<file path="src/rtl/mem_16x32_ctrl.sv">
// Command-side controller for a 16x32 synchronous memory: command FIFO, strobe FSM, read response port.
// Optional write-verify readback is compiled in with MEM_CTRL_WRVERIFY_EN.
module mem_16x32_ctrl #(
  parameter int FIFO_DEPTH = 4,
  parameter int ADDR_W     = 4,
  parameter int DATA_W     = 32
) (
  input  logic              clk,
  input  logic              rst,
  input  logic              cmd_valid,
  output logic              cmd_ready,
  input  logic              cmd_we,
  input  logic [ADDR_W-1:0] cmd_addr,
  input  logic [DATA_W-1:0] cmd_wdata,
  output logic              rsp_valid,
  input  logic              rsp_ready,
  output logic [ADDR_W-1:0] rsp_addr,
  output logic [DATA_W-1:0] rsp_rdata,
  output logic              mem_rst_n,
  output logic              mem_en,
  output logic              mem_re,
  output logic [ADDR_W-1:0] mem_addr,
  output logic [DATA_W-1:0] mem_data_in,
  input  logic [DATA_W-1:0] mem_data_out,
  input  logic              mem_valid_out,
  output logic              busy,
  output logic              proto_err,
  output logic              wr_err
);

  localparam int PTR_W = $clog2(FIFO_DEPTH);
  localparam int ENT_W = 1 + ADDR_W + DATA_W;

`ifdef MEM_CTRL_WRVERIFY_EN
  typedef enum logic [2:0] {IDLE, ISSUE, CAPTURE, RESP, VRD, VCMP} state_t;
`else
  typedef enum logic [1:0] {IDLE, ISSUE, CAPTURE, RESP} state_t;
`endif

  state_t              state_q, state_d;
  logic [ENT_W-1:0]    fifo_q [FIFO_DEPTH];
  logic [ENT_W-1:0]    fifo_d [FIFO_DEPTH];
  logic [PTR_W:0]      wr_ptr_q, wr_ptr_d, rd_ptr_q, rd_ptr_d;
  logic                mem_en_q, mem_en_d, mem_re_q, mem_re_d;
  logic [ADDR_W-1:0]   mem_addr_q, mem_addr_d, rsp_addr_q, rsp_addr_d;
  logic [DATA_W-1:0]   mem_data_in_q, mem_data_in_d, rsp_rdata_q, rsp_rdata_d;
  logic                proto_err_q, proto_err_d;
  logic                empty, full, push, pop;
  logic [ENT_W-1:0]    head;

  // Extra pointer MSB distinguishes full from empty when the index bits match.
  assign empty = (wr_ptr_q == rd_ptr_q);
  assign full  = (wr_ptr_q[PTR_W] != rd_ptr_q[PTR_W]) &&
                 (wr_ptr_q[PTR_W-1:0] == rd_ptr_q[PTR_W-1:0]);
  assign push  = cmd_valid && !full;
  assign head  = fifo_q[rd_ptr_q[PTR_W-1:0]];

  always_comb begin
    fifo_d   = fifo_q;
    wr_ptr_d = wr_ptr_q;
    rd_ptr_d = rd_ptr_q;
    if (push) begin
      fifo_d[wr_ptr_q[PTR_W-1:0]] = {cmd_we, cmd_addr, cmd_wdata};
      wr_ptr_d = wr_ptr_q + 1'b1;
    end
    if (pop) rd_ptr_d = rd_ptr_q + 1'b1;
  end

`ifdef MEM_CTRL_WRVERIFY_EN
  logic wr_err_q, wr_err_d;
  assign wr_err = wr_err_q;
`else
  assign wr_err = 1'b0;
`endif

  always_comb begin
    state_d       = state_q;
    pop           = 1'b0;
    mem_en_d      = 1'b0;
    mem_re_d      = 1'b0;
    mem_addr_d    = mem_addr_q;
    mem_data_in_d = mem_data_in_q;
    rsp_addr_d    = rsp_addr_q;
    rsp_rdata_d   = rsp_rdata_q;
    proto_err_d   = proto_err_q;
`ifdef MEM_CTRL_WRVERIFY_EN
    wr_err_d      = wr_err_q;
`endif
    case (state_q)
      IDLE: if (!empty) pop = 1'b1;
      ISSUE: begin
        if (mem_en_q) begin
`ifdef MEM_CTRL_WRVERIFY_EN
          mem_re_d = 1'b1;
          state_d  = VRD;
`else
          if (!empty) pop = 1'b1;
          else        state_d = IDLE;
`endif
        end else begin
          state_d = CAPTURE;
        end
      end
      CAPTURE: begin
        rsp_addr_d  = mem_addr_q;
        rsp_rdata_d = mem_data_out;
        if (!mem_valid_out) proto_err_d = 1'b1;
        state_d = RESP;
      end
      RESP: if (rsp_ready) state_d = IDLE;
`ifdef MEM_CTRL_WRVERIFY_EN
      VRD: state_d = VCMP;
      // VCMP doubles as the idle slot so a write stream runs at one per three cycles.
      VCMP: begin
        if (mem_data_out != mem_data_in_q) wr_err_d = 1'b1;
        if (!empty) pop = 1'b1;
        else        state_d = IDLE;
      end
`endif
      default: state_d = IDLE;
    endcase
    if (pop) begin
      mem_en_d      = head[ENT_W-1];
      mem_re_d      = !head[ENT_W-1];
      mem_addr_d    = head[DATA_W +: ADDR_W];
      mem_data_in_d = head[DATA_W-1:0];
      state_d       = ISSUE;
    end
  end

  always_ff @(posedge clk) begin
    fifo_q <= fifo_d;
  end

  always_ff @(posedge clk) begin
    if (rst) begin
      state_q       <= IDLE;
      wr_ptr_q      <= '0;
      rd_ptr_q      <= '0;
      mem_en_q      <= 1'b0;
      mem_re_q      <= 1'b0;
      mem_addr_q    <= '0;
      mem_data_in_q <= '0;
      rsp_addr_q    <= '0;
      rsp_rdata_q   <= '0;
      proto_err_q   <= 1'b0;
`ifdef MEM_CTRL_WRVERIFY_EN
      wr_err_q      <= 1'b0;
`endif
    end else begin
      state_q       <= state_d;
      wr_ptr_q      <= wr_ptr_d;
      rd_ptr_q      <= rd_ptr_d;
      mem_en_q      <= mem_en_d;
      mem_re_q      <= mem_re_d;
      mem_addr_q    <= mem_addr_d;
      mem_data_in_q <= mem_data_in_d;
      rsp_addr_q    <= rsp_addr_d;
      rsp_rdata_q   <= rsp_rdata_d;
      proto_err_q   <= proto_err_d;
`ifdef MEM_CTRL_WRVERIFY_EN
      wr_err_q      <= wr_err_d;
`endif
    end
  end

  assign cmd_ready   = !full;
  assign rsp_valid   = (state_q == RESP);
  assign rsp_addr    = rsp_addr_q;
  assign rsp_rdata   = rsp_rdata_q;
  assign mem_rst_n   = ~rst;
  assign mem_en      = mem_en_q;
  assign mem_re      = mem_re_q;
  assign mem_addr    = mem_addr_q;
  assign mem_data_in = mem_data_in_q;
  assign busy        = (state_q != IDLE) || !empty;
  assign proto_err   = proto_err_q;

endmodule
</file>
<file path="config.mk">
export PLATFORM = sky130hd
export DESIGN_NAME = mem_16x32_ctrl
export DESIGN_NICKNAME = d
export VERILOG_FILES = /design/src/rtl/mem_16x32_ctrl.sv
export SDC_FILE = /design/constraint.sdc
export NUM_CORES = 1
export LEC_CHECK = 0
export BUFFER_PORTS_ARGS = -buffer_cell sky130_fd_sc_hd__buf_2
export CORE_ASPECT_RATIO = 0.8
export CORE_MARGIN = 2
export CORE_UTILIZATION = 55
export CTS_CLUSTER_SIZE = 10
export DETAILED_ROUTE_END_ITERATION = 10
export PLACE_DENSITY = 0.9
export SLEW_MARGIN = 10
export SYNTH_ARGS = -nofsm -noshare
export SYNTH_HDL_FRONTEND = slang
export SYNTH_SLANG_ARGS = --single-unit
</file>
<file path="constraint.sdc">
create_clock -name clk -period 3.2 [get_ports clk]
set_input_delay 0.48 -clock clk [delete_from_list [all_inputs] [get_ports clk]]
set_output_delay 0.48 -clock clk [all_outputs]
set_load 0.05 [all_outputs]
</file>
==> summary.txt <==
Critical path
  • Worst-path fanout max: 20
  • Largest stage delay on the critical path: 0.59 ns
  • Arrival time worst endpoint: 2.63 ns
  • Crit path capture type: register
  • Setup Crit Path Kind: register to register
  • Slowest library cell on the worst path: and2_2
  • Critical Path, Cell by Cell: xnor2_1, a31oi_1, and2_2, buf_4
  • Setup crit start kind: register
  • WP data required: 3.39 ns

Die
  • Die Wd: 144 um
  • Die height: 116 um
  • Initial Util: 0.569
  • # rows: 40
  • Core area: 0.0152 mm^2
  • Io pins: 154
  • Die area: 0.0167 mm^2

Power
  • Lkg Pwr: 4.02 nW
  • VDD IR-drop max: 0.541 mV
  • Power, Total: 9.82 mW
  • Pwr Density: 948 mW/mm^2

Logic synthesis
  • Yosys reg bits: 231
  • Mapped Cells: 583
  • Largest area contributor in the netlist: edfxtp_1
  • Largest cells by area after synthesis: edfxtp_1 52%, dfxtp_1 19%, mux4_2 9.7%
  • Avg Cell Area, Syn: 14.8 um^2
  • Syn_nets: 662
  • Seq/Total Area, Yosys: 0.708
  • Post-synthesis cell area: 0.00862 mm^2
  • Post-synthesis cell type count: 35
  • Post-synth top area share: 0.515
  • Yosys warning count: 0

Clocking
  • # clock sinks: 231
  • CTS H-tree depth: 1
  • Worst-Skew Late Latency: 0.52 ns
  • Gates resized, CTS repair: 0
  • Hold_buf cts: 0
  • Clk slew on worst S/H paths: 0.05 ns
  • Post-CTS setup buffers: 0
  • Clock tree buffer depth: 3
  • CTS Buf Count: 27
  • CTS tree: built
  • Root Driver: clkbuf_16

Cells and area
  • Share of post-route cells with drive strength above 1: 0.318
  • Fill count: 1018
  • Multi-input gate area: 0.00233 mm^2
  • Register area: 0.00611 mm^2
  • Most frequent cells in the layout: 152 x buf_2, 151 x nand2_1, 148 x edfxtp_1
  • Final-stage net count: 818
  • Commonest non-fill, non-tap cell in the layout: buf_2
  • Area Growth Syn to Fin: 20.1%

Global routing
  • Total gr overflow: 0
  • Initial antenna violation count: 1
  • Largest net degree at the start of global routing: 81
  • First-pass GRT wire length: 27100 um
  • Total GRT Usage: 0.213
  • Vias in the first global route: 5204

STA
  • Final min period: 2.44 ns
  • TNS Setup: 0 ns
  • Measured slew at the worst slew-check pin: 0.796 ns
  • Ratio of final minimum period to clock period: 0.762
  • Hold Vio Cnt, Final: 0
  • RSZ-0062 raised after global routing: false
  • Final Skew: 0.0133 ns
  • Final setup violation count: 0
  • Max Clk Rate: 0.410 GHz
  • Slew Limit Fails: 0
  • Rel. slew slack: 0.469

Drt
  • Initial DRC Count: 462
  • Antenna-violating nets left: 0
  • TritonRoute pass-1 iters: 5
  • Routed via count: 5210
  • DR DRC count: 0
  • Detailed-route vias per instance: 5.37
  • Final WL: 17900 um
  • Wirelength per Cell: 18.4 um

Worst hold path
  • Worst hold path class: input pin to register

Place
  • PortBufs: 152
  • RePlAce Congestion: 0.764
  • Dpl hpwl: 11300 um

Outcome
  • Status: finished, final reports clean

Job
  • Max Cap Viol: 0
## power breakdown
part	leakage (nW)	internal [mW]	switching, mW
combinational	1.61	1.02	2.22
clock	0.365	1.58	1.08
sequential	2.04	3.67	0.241
total	4.02	6.27	3.55
## worst max-delay path: cells and delay by family (launching register included)
family / cells / cell delay [ns]
flops: 1 / 0.42
compound gates: 1 / 0.52
simple gates: 1 / 0.59
xor+xnor: 1 / 0.21
buf+inv: 1 / 0.37
## worst paths after layout
check / start / end / slack (ns) / cells after the start
max reg2reg: wr_ptr_q[1] / fifo_q[104] / 0.76 / 4
min: cmd_wdata[14] / fifo_q[14] / 0.18 / 1
max: wr_ptr_q[1] / fifo_q[104] / 0.76 / 4
min reg2reg: rsp_rdata[3] / rsp_rdata[3] / 0.45 / 2
## logic make-up after synthesis
| family | after synthesis | synth area share |
|---|---|---|
| DFF | 231 | 0.708 |
| xor gates and xnor gates | 4 | 0.00493 |
| muxes | 77 | 0.143 |
| and+or+nand+nor | 175 | 0.0823 |
| buffers and inverters | 43 | 0.0232 |
| adders and majority gates | 5 | 0.00725 |
| other | 1 | 0.000435 |
| AOI/OAI and AO/OA | 47 | 0.0305 |
## through the flow
step,std cells,worst slack [ns],area (um^2),utilization,hold WS (ns)
CTS,969,0.776,10300,0.683,0.158
global route,969,0.618,10300,0.683,0.170
detailed placement,920,0.843,9580,0.632,0.446
floorplan,583,0.878,8620,-,0.492
global placement,920,0.946,9580,0.632,0.439
finish,970,0.763,10400,0.683,0.176
## cell type report
| type | count | area share |
|---|---|---|
| Multi-Input combinational cell | 309 | 0.225 |
| Timing Repair Buffer | 163 | 0.0827 |
| Inverter | 7 | 0.00254 |
| Antenna cell | 1 | 0.000242 |
| Clock inverter | 2 | 0.00169 |
| Clock buffer | 47 | 0.0725 |
| Sequential cell | 231 | 0.590 |
| Tap cell | 210 | 0.0254 |
## metal layers
metal  vias up  share of wire  track usage
met4         0          0.021       0.0529
met3        31          0.051       0.0417
met5         -              0            0
met2       153           0.52        0.374
li1       2433              -            -
met1      2593           0.41        0.279
## sequential cells by signal, indices dropped and copies added, names as in the netlist
signal	cells
state_q	2
proto_err	1
mem_re	1
rd_ptr_q	3
rsp_addr	4
wr_ptr_q	3
rsp_rdata	32
mem_en	1
mem_data_in	32
mem_addr	4
fifo_q	148
## cell usage after synthesis
cell,n
a21oi_1,38
a31oi_1,2
and3_1,3
o21a_1,1
inv_2,1
nand4_1,1
or4_1,1
xnor2_1,2
clkbuf_1,19
a311oi_1,1
buf_1,4
a311o_1,2
nor2b_1,4
nor3_1,1
xor2_1,1
o311ai_0,1
and2_1,5
buf_4,4
mux4_2,37
nand2_1,151
mux2i_1,38
buf_6,2
inv_1,6
ha_1,5
buf_2,7
conb_1,1
edfxtp_1,148
xnor2_2,1
o211ai_1,1
dfxtp_1,83
nand4bb_1,1
nand2b_1,3
mux2_2,2
nor2_1,5
a211oi_1,1
(Power assumes the default switching activity.)
